--- src/rtl/tempsens_sequencer.sv ---
// rtl/tempsens_sequencer.sv - ring-oscillator temperature sensor measurement scheduler
// Optional TEMPSENS_CHECKSUM_EN appends an XOR checksum byte to every reply.
module tempsens_sequencer #(
  parameter int WIDTH         = 16,
  parameter int WINDOW_CYCLES = 1000,
  parameter int SETTLE_CYCLES = 2,
  parameter int LOG2_N        = 3
) (
  input  logic             clk,
  input  logic             reset,
  input  logic             en,
  input  logic             rx_ready,
  input  logic [7:0]       rx_data,
  input  logic [WIDTH-1:0] count,
  output logic             cnt_en,
  output logic             cnt_clr,
  input  logic             tx_busy,
  output logic             tx_start,
  output logic [7:0]       tx_data,
  output logic [WIDTH-1:0] result,
  output logic             result_valid,
  output logic             busy,
  output logic             ovf
);

  localparam int CW = $clog2((WINDOW_CYCLES > SETTLE_CYCLES ? WINDOW_CYCLES : SETTLE_CYCLES) + 1);
  localparam int AW = WIDTH + LOG2_N;

  localparam logic [CW-1:0]     WIN_LAST  = CW'(WINDOW_CYCLES - 1);
  localparam logic [CW-1:0]     SET_LAST  = CW'(SETTLE_CYCLES - 1);
  localparam logic [LOG2_N:0]   SAMP_LAST = (LOG2_N + 1)'((1 << LOG2_N) - 1);
  localparam logic [WIDTH-1:0]  ALL_ONES  = {WIDTH{1'b1}};

  localparam logic [7:0] CMD_M = 8'h4D;
  localparam logic [7:0] CMD_R = 8'h52;
  localparam logic [7:0] CMD_S = 8'h53;

  localparam logic [3:0] S_IDLE    = 4'd0;
  localparam logic [3:0] S_CLEAR   = 4'd1;
  localparam logic [3:0] S_WINDOW  = 4'd2;
  localparam logic [3:0] S_SETTLE  = 4'd3;
  localparam logic [3:0] S_SAMPLE  = 4'd4;
  localparam logic [3:0] S_DONE    = 4'd5;
  localparam logic [3:0] S_SEND_LO = 4'd6;
  localparam logic [3:0] S_WAIT_LO = 4'd7;
  localparam logic [3:0] S_SEND_HI = 4'd8;
  localparam logic [3:0] S_WAIT_HI = 4'd9;
`ifdef TEMPSENS_CHECKSUM_EN
  localparam logic [3:0] S_SEND_CK = 4'd10;
  localparam logic [3:0] S_WAIT_CK = 4'd11;
`endif

  logic [3:0]       state;
  logic [CW-1:0]    cyc;
  logic [LOG2_N:0]  nsamp;
  logic [AW-1:0]    acc;
  logic             send_after;
  logic             wait_first;

  logic [WIDTH-1:0] avg;
  logic [15:0]      avg16;
  logic [15:0]      reply16;

  // Replies carry zeros until a measurement has completed.
  assign avg     = WIDTH'(acc >> LOG2_N);
  assign avg16   = 16'(avg);
  assign reply16 = 16'(result_valid ? result : {WIDTH{1'b0}});

  assign cnt_en   = (state == S_WINDOW);
  assign cnt_clr  = (state == S_CLEAR);
  assign busy     = (state != S_IDLE);
`ifdef TEMPSENS_CHECKSUM_EN
  assign tx_start = (state == S_SEND_LO) || (state == S_SEND_HI) || (state == S_SEND_CK);
`else
  assign tx_start = (state == S_SEND_LO) || (state == S_SEND_HI);
`endif

  always_ff @(posedge clk or posedge reset) begin
    if (reset) begin
      state        <= S_IDLE;
      cyc          <= '0;
      nsamp        <= '0;
      acc          <= '0;
      send_after   <= 1'b0;
      wait_first   <= 1'b0;
      tx_data      <= 8'h00;
      result       <= '0;
      result_valid <= 1'b0;
      ovf          <= 1'b0;
    end else if (!en && (state != S_IDLE)) begin
      state      <= S_IDLE;
      wait_first <= 1'b0;
    end else begin
      case (state)
        S_IDLE: begin
          if (en && rx_ready) begin
            case (rx_data)
              CMD_M, CMD_S: begin
                state        <= S_CLEAR;
                acc          <= '0;
                nsamp        <= '0;
                ovf          <= 1'b0;
                result_valid <= 1'b0;
                send_after   <= (rx_data == CMD_S);
              end
              CMD_R: begin
                // A send may only begin while the transmitter is idle.
                if (!tx_busy) begin
                  state   <= S_SEND_LO;
                  tx_data <= reply16[7:0];
                end
              end
              default: ;
            endcase
          end
        end
        S_CLEAR: begin
          state <= S_WINDOW;
          cyc   <= '0;
        end
        S_WINDOW: begin
          if (cyc == WIN_LAST) begin
            cyc   <= '0;
            state <= S_SETTLE;
          end else begin
            cyc <= cyc + 1'b1;
          end
        end
        S_SETTLE: begin
          if (cyc == SET_LAST) state <= S_SAMPLE;
          else                 cyc   <= cyc + 1'b1;
        end
        S_SAMPLE: begin
          acc   <= acc + AW'(count);
          nsamp <= nsamp + 1'b1;
          if (count == ALL_ONES) ovf <= 1'b1;
          state <= (nsamp == SAMP_LAST) ? S_DONE : S_CLEAR;
        end
        S_DONE: begin
          // Held here while tx is busy; reloading the same average is harmless.
          result       <= avg;
          result_valid <= 1'b1;
          if (!send_after) begin
            state <= S_IDLE;
          end else if (!tx_busy) begin
            state   <= S_SEND_LO;
            tx_data <= avg16[7:0];
          end
        end
        S_SEND_LO: begin
          state      <= S_WAIT_LO;
          wait_first <= 1'b1;
        end
        S_WAIT_LO: begin
          if (wait_first) begin
            wait_first <= 1'b0;
          end else if (!tx_busy) begin
            state   <= S_SEND_HI;
            tx_data <= reply16[15:8];
          end
        end
        S_SEND_HI: begin
          state      <= S_WAIT_HI;
          wait_first <= 1'b1;
        end
        S_WAIT_HI: begin
          if (wait_first) begin
            wait_first <= 1'b0;
          end else if (!tx_busy) begin
`ifdef TEMPSENS_CHECKSUM_EN
            state   <= S_SEND_CK;
            tx_data <= reply16[7:0] ^ reply16[15:8];
`else
            state <= S_IDLE;
`endif
          end
        end
`ifdef TEMPSENS_CHECKSUM_EN
        S_SEND_CK: begin
          state      <= S_WAIT_CK;
          wait_first <= 1'b1;
        end
        S_WAIT_CK: begin
          if (wait_first)    wait_first <= 1'b0;
          else if (!tx_busy) state      <= S_IDLE;
        end
`endif
        default: state <= S_IDLE;
      endcase
    end
  end

endmodule
--- config.mk ---
export PLATFORM = sky130hd
export DESIGN_NAME = tempsens_sequencer
export DESIGN_NICKNAME = d
export VERILOG_FILES = /design/src/rtl/tempsens_sequencer.sv
export SDC_FILE = /design/constraint.sdc
export NUM_CORES = 1
export LEC_CHECK = 0
export BUFFER_PORTS_ARGS = -buffer_cell sky130_fd_sc_hd__buf_4
export CORE_AREA = 2 2 82 92
export CTS_BUF_LIST = sky130_fd_sc_hd__clkbuf_8
export DETAILED_ROUTE_END_ITERATION = 8
export DIE_AREA = 0 0 84 94
export PLACE_DENSITY = 0.91
export SETUP_SLACK_MARGIN = 0.15
export SYNTH_ARGS = -nofsm -noshare
export SYNTH_HDL_FRONTEND = slang
export SYNTH_SLANG_ARGS = --single-unit
--- constraint.sdc ---
create_clock -name clk -period 2.8 [get_ports clk]
set_clock_uncertainty 0.1 [all_clocks]
set_input_delay 0.56 -clock clk [delete_from_list [all_inputs] [get_ports clk]]
set_output_delay 0.56 -clock clk [all_outputs]
set_load 0.05 [all_outputs]
; ---- Word level (Yosys, flattened, before mapping)
; Cells that the tools add are included.
[classes]
n_reduce_logical = 22
n_eq_ne = 34
bitwise = 1
muxes = 38
add_sub_neg = 3
[op_table]
columns = op, count
row1 = $mux W8, 7
row2 = $mux W4, 12
row3 = $pmux W4 S10, 1
row4 = $mux W19, 2
row5 = $pmux W19 S2, 1
row6 = $pmux W10 S3, 1
row7 = $eq A8 B7 Y1 const B, 3
row8 = $pmux W8 S3, 1
row9 = $eq A4 B3 Y1 const B, 5
row10 = $mux W10, 2
row11 = $add A19 B16 Y19, 1
row12 = $ne A3 B3 Y1 const B, 6
row13 = $eq A16 B16 Y1 const B, 1
row14 = $mux W16, 1
row15 = $ne A2 B2 Y1 const B, 8
row16 = $pmux W4 S2, 2
row17 = $reduce_and A4 Y1, 3
row18 = $add A10 B1 Y10 const B, 1
row19 = $eq A10 B1 Y1 const B, 1
row20 = $eq A10 B10 Y1 const B, 1
row21 = $reduce_and A9 Y1, 1
row22 = $reduce_bool A3 Y1, 3
row23 = $eq A4 B2 Y1 const B, 2
row24 = $eq A4 B4 Y1 const B, 2
row25 = 20 further kinds, 30
[totals]
output_inout_bits = 30
register_bits = 65
word_cells = 108
inputBits = 29

; ---- Logic depth before layout (Yosys ltp)
; Gate-level depths: netlist (run 1).
[logic_depth]
ltp_word = 6
mapped_depth = 8

; ---- Least setup slack after synthesis (run 1)
; No wires, ideal clock.
[synth_timing]
path_kind = input to register
startpoint = in count[0]
endpoint = reg acc[12]
path_buffers = 0
path_slack_ns = 0.109
setup_time_ns = 0.121
t_arrival_ns = 2.470
cell_stages = 8
t_required_ns = 2.579
path_cell_list = ha_1 -> fa_1 -> a21o_1 -> a221oi_1 -> o2bb2ai_1 -> a211oi_1 -> xnor2_1 -> a22o_1
[synth_via]
elab_chain_len = 2
[synth_rtl]
columns = item, line_no
row1 = "start, declared", 14  ; input logic [WIDTH-1:0] count,
row2 = $add A19 B16 Y19, 134  ; acc <= acc + AW'(count);
row3 = $pmux W19 S2, 94  ; case (state)
row4 = "end signal, assigned", 134
row5 = "end, declared", 56  ; logic [AW-1:0] acc;
; No other way between the ends.
; A chain may end at the register's enable or synchronous reset.

; ---- Final worst setup path (run 1)
[layout_timing]
startpoint = reg state[1]
endpoint = out tx_start
[layout_via]
elab_chain_len = 2
word_cells_on_any_way = 3
classes_between = eq/ne: 2 / reduce/logical: 1
[layout_rtl]
columns = item, line_no
row1 = "start, declared", 53  ; logic [3:0] state;
row2 = "start signal, assigned", 137  ; state <= (nsamp == SAMP_LAST) ? S_DONE : S_CLEAR;
row3 = $eq A4 B3 Y1 or $eq A4 B4 Y1 (tied branches), 75  ; assign tx_start = (state == S_SEND_LO) || (state == S_SEND_HI);
row4 = $logic_or A1 B1 Y1 *, 75
row5 = "end, declared", 18  ; output logic tx_start,
; Mark *: on every way between the ends. The rest lies on a longest branch, timed or not.

==> flow_summary.toml, run 1 <==
[worst_setup_path]
crit_type = "flop to output port"
r2r_end = "acc[12]"
cp_data_arrival_time_ns = 1.88
endpoint_kind = "output port"
rrSetupSlack_ns = 0.30
reg2reg_depth = 8
crit_path_cell_trace = "or3b_2 > and2_1 > nor2_1 > buf_4"
r2r_start = "acc[0]"
path_max_fanout = 8
slowest_delay_ns = 0.51
cp_slowest_cell = "or3b_2"
startpoint_type = "flop"
worstPathRequired_ns = 2.14

[clock_tree]
cts.sinks = 65
clk_path_buf_depth = 2
cts_buffers = 9
cts_htree_levels = 3
cts_tree = "built"
ctsHoldBuffers = 0
clk_pin_slew_ns = 0.07
cts_root_buf = "clkbuf_8"
clk-insertion-delay-late_ns = 0.36

[sta]
tns_ns = 0
setup_viol = 0
hold_violations = 0
tightest_slew_ns = 0.764
max_freq_ghz = 0.394
setup_ws_ns = 0.264
fin_crit_sh_pct = 90.6
relSlewSlack_pct = 48.9
slew_violations = 0
final.min_clock_period_ns = 2.54
rsz0062_at_grt = "no"

[power_and_ir_drop]
power_frac_seq_pct = 34.2
power.leakage_nw = 2.24
power.share.clock_pct = 18.0
p_sw_share_pct = 45.2
p_per_area_mw_per_mm2 = 854
intPower_w = 0.00224
ir_drop_mv = 0.760
pwr-share-comb_pct = 47.8
p_switching_w = 0.00185

[synthesis]
synth_fa_ha_area_share_pct = 6.62
yosys_warnings = 0
syn_avg_cell_area_um2 = 9.23
synth_edf_count = 0
syn-cell-area_mm2 = 0.00404
netlist.top_cell.by_area = "dfrtp_1"
synthSimpleGateAreaFrac_pct = 20.4
synth_top_family_by_area = "simple AND/OR/NAND/NOR gates"
yosys.area_share.xor_xnor_pct = 4.33
synth_compound_area_share_pct = 18.3
synthMuxAreaShare_pct = 7.21
synthCells = 438
synth_top_area_share_pct = 40.2
synth-async-reset-ratio_pct = 100
synth_flop_cell = "dfrtp_1"
synth_area_leaders = "dfrtp_1 40%, mux2_2 7.0%, ha_1 5.9%"
syn_nets = 487
yosysSeqAreaShare_pct = 40.2
synth-seq-cells = 65
synth.distinct_cells = 58

[placed_design]
gp_congestion = 0.931
port-buffer-count = 58
placed_cells_incl_taps = 573
dpl.hpwl_mm = 7.88
post-place-ws_ns = 0.0227

[finish]
finish.utilization_pct = 69.2
fin_nets = 548
final_common_cell = "buf_4"
seq_area_mm2 = 0.00163
synthToLayoutAreaGrowth_pct = 18.5
multiInputGateArea_mm2 = 0.00230
num-fill-cells = 521
diodes = 0
final_cell_mix = "70 x buf_4, 62 x nand2_1, 62 x dfrtp_1, 40 x o21ai_0, 27 x nor2_1"
stdcell_count = 589
drive_above_1_share_pct = 24.8

[die]
num_rows = 32
io_pins = 59
dieArea_mm2 = 0.00790
die_w_um = 84
core_mm2 = 0.00693
die_h_um = 94
initial_core_util_pct = 58.4

[global_routing]
grt_pass1_wl_mm = 17.1
grt_pass1_vias = 3500
grt.total_usage_pct = 27.5
grt_overflow = 0
antenna_found_initial = 0
grt_max_degree = 42

[route]
first_iter_violations = 250
wire_per_inst_um = 17.8
drtPass1Iterations = 5
num_vias = 3676
wl_mm = 10.5
ant_nets = 0
viasPerCell = 6.24
remaining_drc_errors = 0

[run]
maxCapViolCount = 0

[run_status]
status = "finished clean"

[worst_hold_path]
hold_path.class = "input port to asynchronous set/reset pin"
-- power groups by stage --
stage	combinational, W	sequential, W	clock [W]
6_report	0.00196	0.00140	0.000736
5_1_grt	0.00212	0.00143	0.000781
4_1_cts	0.00195	0.00139	0.000739
3_5_place_dp	0.00194	0.00140	0
3_3_place_gp	0.00187	0.00139	0
2_1_floorplan	0.00121	0.00157	0
-- worst max-delay path by stage --
stage	cells after the start	slack, ns	to	startpoint
floorplan	8	0.25	acc[12]	count[0]
global placement	9	0.08	acc[12]	count[0]
detailed placement	9	0.02	acc[12]	count[0]
CTS	4	0.16	tx_start	state[3]
global route	4	0.17	tx_start	state[3]
finish	4	0.26	tx_start	state[1]
-- layer usage --
metal / track usage (%) / vias up / wire (um)
li1: - / 1727 / -
met4: 9.41 / 0 / 303
met2: 46.4 / 155 / 5120
met1: 35.3 / 1764 / 4420
met3: 5.98 / 30 / 616
met5: 0 / - / 0
-- area by class of cell --
type | count | area share [%]
Multi-Input combinational cell | 345 | 48.1
Tap cell | 85 | 2.22
Inverter | 7 | 0.548
Timing Repair Buffer | 71 | 11.4
Clock buffer | 10 | 2.87
Clock inverter | 6 | 0.888
Sequential cell | 65 | 34.0
-- flip-flops by register name, indices dropped and copies added (netlist names), 4 cells and up --
name	count
acc	19
cyc	10
nsamp	4
result	16
state	4
tx_data	8
-- critical path: cells and delay by family (launching register included) --
family                 cells  cell delay [ns]
buffers and inverters      1             0.22
flip-flops                 1             0.48
AND/OR/NAND/NOR            3             0.83
-- cell usage after synthesis (11+ instances only) --
cell and count:
a21oi_1 24, nor2_1 27, nand4_1 11, o21ai_0 40, dfrtp_1 65, nand2_1 62, mux2_2 25, nand3_1 13
clkbuf_1 13, a22o_1 13, xnor2_1 12, ha_1 19
-- per-stage QoR --
step | instance area, um^2 | power [W] | hold WS (ns)
6_report | 4790 | 0.00409 | 0.165
5_1_grt | 4790 | 0.00433 | 0.213
4_1_cts | 4790 | 0.00408 | 0.170
3_5_place_dp | 4610 | 0.00334 | 0.402
3_3_place_gp | 4610 | 0.00327 | 0.394
2_1_floorplan | 4050 | 0.00278 | 0.358
-- cells by family (layout without fill, tap and decap cells) --
logic type	count (synthesis)	in the layout
multiplexers	26	26
buffers and inverters	28	94
adder cells (fa/ha/maj)	21	21
flip-flops	65	65
AO/OA/AOI/OAI	118	118
AND/OR/NAND/NOR	160	160
XOR/XNOR	20	20
-- what timing repair did --
item	CTS	global route
setup buffers	0	0
resized for setup	0	3
setup endpoints to repair	0	1
endpoints found under the hold margin	0	0
(Power assumes the default switching activity.)
==> run 2, diff against run 1 <==
--- a/config.mk
+++ b/config.mk
@@ -11,7 +11,7 @@
 export DETAILED_ROUTE_END_ITERATION = 8
 export DIE_AREA = 0 0 84 94
 export PLACE_DENSITY = 0.91
-export SETUP_SLACK_MARGIN = 0.15
+export SETUP_SLACK_MARGIN = 0.5
 export SYNTH_ARGS = -nofsm -noshare
 export SYNTH_HDL_FRONTEND = slang
 export SYNTH_SLANG_ARGS = --single-unit
==> flow_summary.toml, run 2 (synthesized netlist as in run 1, its figures left out) <==
[die]
die_w_um = 84
initial_core_util_pct = 58.4
num_rows = 32
dieArea_mm2 = 0.00790
io_pins = 59
core_mm2 = 0.00693
die_h_um = 94

[global_routing]
grt_overflow = 0
grt_pass1_wl_mm = 18.1
grt_pass1_vias = 3893
antenna_found_initial = 0
grt.total_usage_pct = 28.8
grt_max_degree = 66

[sta]
relSlewSlack_pct = 46.5
hold_violations = 0
slew_violations = 0
final.min_clock_period_ns = 2.32
rsz0062_at_grt = "yes"
max_freq_ghz = 0.430
fin_crit_sh_pct = 83.0
setup_viol = 0
setup_ws_ns = 0.475
tightest_slew_ns = 0.803
tns_ns = 0

[clock_tree]
clk_path_buf_depth = 2
clk-insertion-delay-late_ns = 0.34
cts_tree = "built"
cts_htree_levels = 3
cts_root_buf = "clkbuf_8"
cts.sinks = 65
cts_buffers = 9
clk_pin_slew_ns = 0.08

[worst_setup_path]
rrSetupSlack_ns = 0.48
path_max_fanout = 3
crit_type = "flop to flop"
r2r_start = "acc[0]"
r2r_end = "acc[10]"
reg2reg_depth = 9
cp_data_arrival_time_ns = 2.45
worstPathRequired_ns = 2.92
endpoint_kind = "flop"
startpoint_type = "flop"

[placed_design]
gp_congestion = 0.945
dpl.hpwl_mm = 7.61
port-buffer-count = 58
post-place-ws_ns = 0.0169

[finish]
largest_reg_flops = 19
final_cell_mix = "83 x buf_4, 62 x nand2_1, 61 x dfrtp_1, 37 x o21ai_0, 25 x mux2_2"
num-fill-cells = 469
fin_nets = 564
synthToLayoutAreaGrowth_pct = 25.8
final_common_cell = "buf_4"
reg_top3 = "acc: 19 flops, result: 16 flops, cyc: 10 flops"
drive_above_1_share_pct = 31.9
top_register = "acc"
diodes = 0
finish.utilization_pct = 73.4

[route]
ant_nets = 0
drtPass1Iterations = 5
viasPerCell = 6.34
first_iter_violations = 388
wire_per_inst_um = 18.0
remaining_drc_errors = 0
num_vias = 3835
wl_mm = 10.9

[worst_hold_path]
hold_path.class = "input port to asynchronous set/reset pin"

[run_status]
status = "finished clean"

[power_and_ir_drop]
pwr-share-comb_pct = 50.2
p_per_area_mw_per_mm2 = 860
power.share.clock_pct = 17.9
p_sw_share_pct = 44.3
power_w = 0.00438
p_switching_w = 0.00194
power_frac_seq_pct = 31.9
intPower_w = 0.00244
ir_drop_mv = 0.643
power.leakage_nw = 2.34

[run]
maxCapViolCount = 0
[run 2: stage by stage]
stage,hold slack (ns),std cells,cell area [um^2]
global route,0.411,605,5090
floorplan,0.358,438,4100
global placement,0.397,571,4630
finish,0.347,605,5090
detailed placement,0.406,571,4630
CTS,0.379,601,4990
[run 2: cell type report]
type                    count  area [um^2]  area share, %
inverters                   7         26.3          0.516
clock buffers               9          124           2.43
repair buffers             87          668           13.1
flip-flops and latches     65         1630           32.1
multi-input cells         345         2460           48.4
well taps                  85          106           2.09
clock inverters             7         71.3           1.40
[run 2: worst max path at each step]
stage	depth (start not counted)	endpoint	start
after floorplan	8	acc[12]	count[0]
after global routing	9	acc[10]	acc[0]
final	9	acc[10]	acc[0]
after global placement	9	acc[12]	count[0]
after detailed placement	9	acc[12]	count[0]
after CTS	5	tx_start	state[2]
[run 2: timing repair]
| action | in CTS | in global routing |
|---|---|---|
| gates resized for setup | 16 | 19 |
| setup buffers | 14 | 4 |
| hold buffers | 0 | 0 |
| endpoints found under the setup margin | 21 | 28 |
| pin swaps | 9 | 9 |
[run 2: critical path, stage by stage, from the launching register on]
cell and delay, ns:
dfrtp_1 0.42, ha_4 0.18, fa_2 0.34, a21o_1 0.21, a221oi_4 0.33, buf_4 0.18, nor3b_1 0.04, a21oi_1 0.16
xor2_1 0.17, o21ai_1 0.07
[run 2: power groups by stage]
stage                     Sequential (W)  Combinational, W  Clock (W)
after global routing             0.00142           0.00236   0.000832
final                            0.00140           0.00220   0.000782
after CTS                        0.00139           0.00209   0.000795
after global placement           0.00139           0.00190          0
after floorplan                  0.00158           0.00125          0
after detailed placement         0.00141           0.00197          0
[run 2: layer usage]
layer | up-vias | track usage [%] | routed length [um]
li1 | 1755 | - | -
met1 | 1872 | 35.1 | 4410
met2 | 180 | 49.8 | 5570
met3 | 28 | 4.75 | 665
met4 | 0 | 13.7 | 272
met5 | - | 0 | 0
==> run 3, diff against run 2 <==
==> constraint.sdc (replaced) <==
create_clock -name clk -period 2.4 [get_ports clk]
set_clock_uncertainty 0.1 [all_clocks]
set_input_delay 0.48 -clock clk [delete_from_list [all_inputs] [get_ports clk]]
set_output_delay 0.48 -clock clk [all_outputs]
set_load 0.05 [all_outputs]
==> flow_summary.toml, run 3 (synthesized netlist as in run 1, its figures left out) <==
[clock_tree]
ctsHoldBuffers = 0
cts_root_buf = "clkbuf_8"
clk_path_buf_depth = 2
clk-insertion-delay-late_ns = 0.35
cts_tree = "built"
cts.sinks = 65
cts_htree_levels = 3
cts_buffers = 9
clk_pin_slew_ns = 0.08

[die]
io_pins = 59
die_h_um = 94
core_mm2 = 0.00693
initial_core_util_pct = 58.4
num_rows = 32
die_w_um = 84
dieArea_mm2 = 0.00790

[run_status]
status = "finished clean"

[finish]
reg_top3 = "acc: 19 flops, result: 16 flops, cyc: 10 flops"
fin_nets = 614
final_cell_mix = "104 x buf_4, 60 x dfrtp_1, 59 x nand2_1, 29 x buf_6, 25 x mux2_4"
seq_area_mm2 = 0.00163
diodes = 0
largest_reg_flops = 19
top_register = "acc"
num-fill-cells = 278
drive_above_1_share_pct = 46.3
final_common_cell = "buf_4"
synthToLayoutAreaGrowth_pct = 51.0
stdcell_count = 653
multiInputGateArea_mm2 = 0.00298

[global_routing]
grt.total_usage_pct = 32.8
grt_overflow = 0
antenna_found_initial = 0
grt_max_degree = 66
grt_pass1_wl_mm = 20.3
grt_pass1_vias = 4178

[power_and_ir_drop]
power.leakage_nw = 2.81
p_per_area_mw_per_mm2 = 1050
ir_drop_mv = 0.946

[route]
num_vias = 4634
remaining_drc_errors = 0
wire_per_inst_um = 25.8
wl_mm = 16.8
first_iter_violations = 444
drtPass1Iterations = 5
viasPerCell = 7.10
ant_nets = 0

[placed_design]
placed_cells_incl_taps = 592
dpl.hpwl_mm = 8.08
port-buffer-count = 58
gp_congestion = 0.882
post-place-ws_ns = -0.0538

[worst_setup_path]
slowest_delay_ns = 0.42
worstPathRequired_ns = 1.82
endpoint_kind = "output port"
crit_path_frequent_cell = "buf_6"
crit_path_cell_trace = "buf_6 > or3b_4 > and2_4 > nor2_4 > buf_6"
cp_data_arrival_time_ns = 1.73
path_max_fanout = 4
cp_top_family = "simple AND/OR/NAND/NOR gates"
cp_slowest_cell = "dfrtp_1"
crit_type = "flop to output port"
crit_buf_inv = 2
startpoint_type = "flop"

[run]
maxCapViolCount = 0

[sta]
tightest_slew_ns = 0.447
final.min_clock_period_ns = 2.31
setup_viol = 0
rsz0062_at_grt = "yes"
fin_crit_sh_pct = 96.4
relSlewSlack_pct = 70.2
slew_violations = 0
max_freq_ghz = 0.432
setup_ws_ns = 0.0866
hold_violations = 0

[worst_hold_path]
hold_path.class = "input port to asynchronous set/reset pin"
run 3: cell types whose count changed in the layout (fill, tap and decap cells not counted), moves of 7 or more:
cell	delta
buf_6	+25
mux2_2	-25
o21ai_2	+7
o21ai_1	+7
o21ai_0	-16
buf_4	+21
mux2_4	+25
run 3: layout make-up:
type / instances / area share [%]
inverter: 7 / 0.492
sequential: 65 / 26.7
tap: 85 / 1.74
multi-input combinational: 345 / 48.8
timing repair buffer: 137 / 19.2
clock inverter: 4 / 0.738
clock buffer: 10 / 2.25
run 3: worst reg2reg max path, delay by kind of cell, from the launching register on:
family,cells,cell delay [ns]
AOI/OAI and AO/OA,5,1.04
xor gates and xnor gates,1,0.10
adders and majority gates,2,0.51
DFF,1,0.41
run 3: timing repair:
action	CTS	global route
gates resized for setup	55	107
setup endpoints to repair	67	68
setup buffers	30	15
gates cloned	2	0
pin swaps	25	42
run 3: power breakdown:
group | switching, W | total, W | leakage [nW] | internal [W]
clock | 0.000440 | 0.000931 | 0.0978 | 0.000491
sequential | 0.000363 | 0.00169 | 0.878 | 0.00133
combinational | 0.00210 | 0.00379 | 1.83 | 0.00169
total | 0.00291 | 0.00641 | 2.81 | 0.00351
run 3: layer usage:
metal,up-vias,global-route usage (%),share of wire [%]
met4,0,17.3,9.6
li1,1857,-,-
met3,169,6.41,8.6
met5,-,0,0
met1,2214,37.5,33
met2,394,58.1,48
run 3: final timing paths:
check	startpoint	endpoint	slack (ns)	depth (start not counted)
setup / recovery	state[2]	tx_start	0.09	5
hold / removal	reset	wait_first	0.09	3
setup reg to reg	acc[0]	acc[12]	0.13	8
hold reg to reg	tx_data[2]	tx_data[2]	0.44	1
max in group asynchronous	reset	state[1]	1.77	3
min in group clk	rx_data[0]	send_after	0.34	3
run 3: through the flow:
step	hold WS, ns	util, %	cell area (um^2)	power (W)	setup TNS, ns
5_1_grt	0.129	88.1	6100	0.00662	-0.00538
6_report	0.0869	88.1	6100	0.00641	0
4_1_cts	0.138	79.9	5540	0.00546	0
3_3_place_gp	0.387	70.8	4900	0.00405	0
3_5_place_dp	0.402	70.8	4900	0.00417	-0.149
2_1_floorplan	0.358	-	4220	0.00339	0
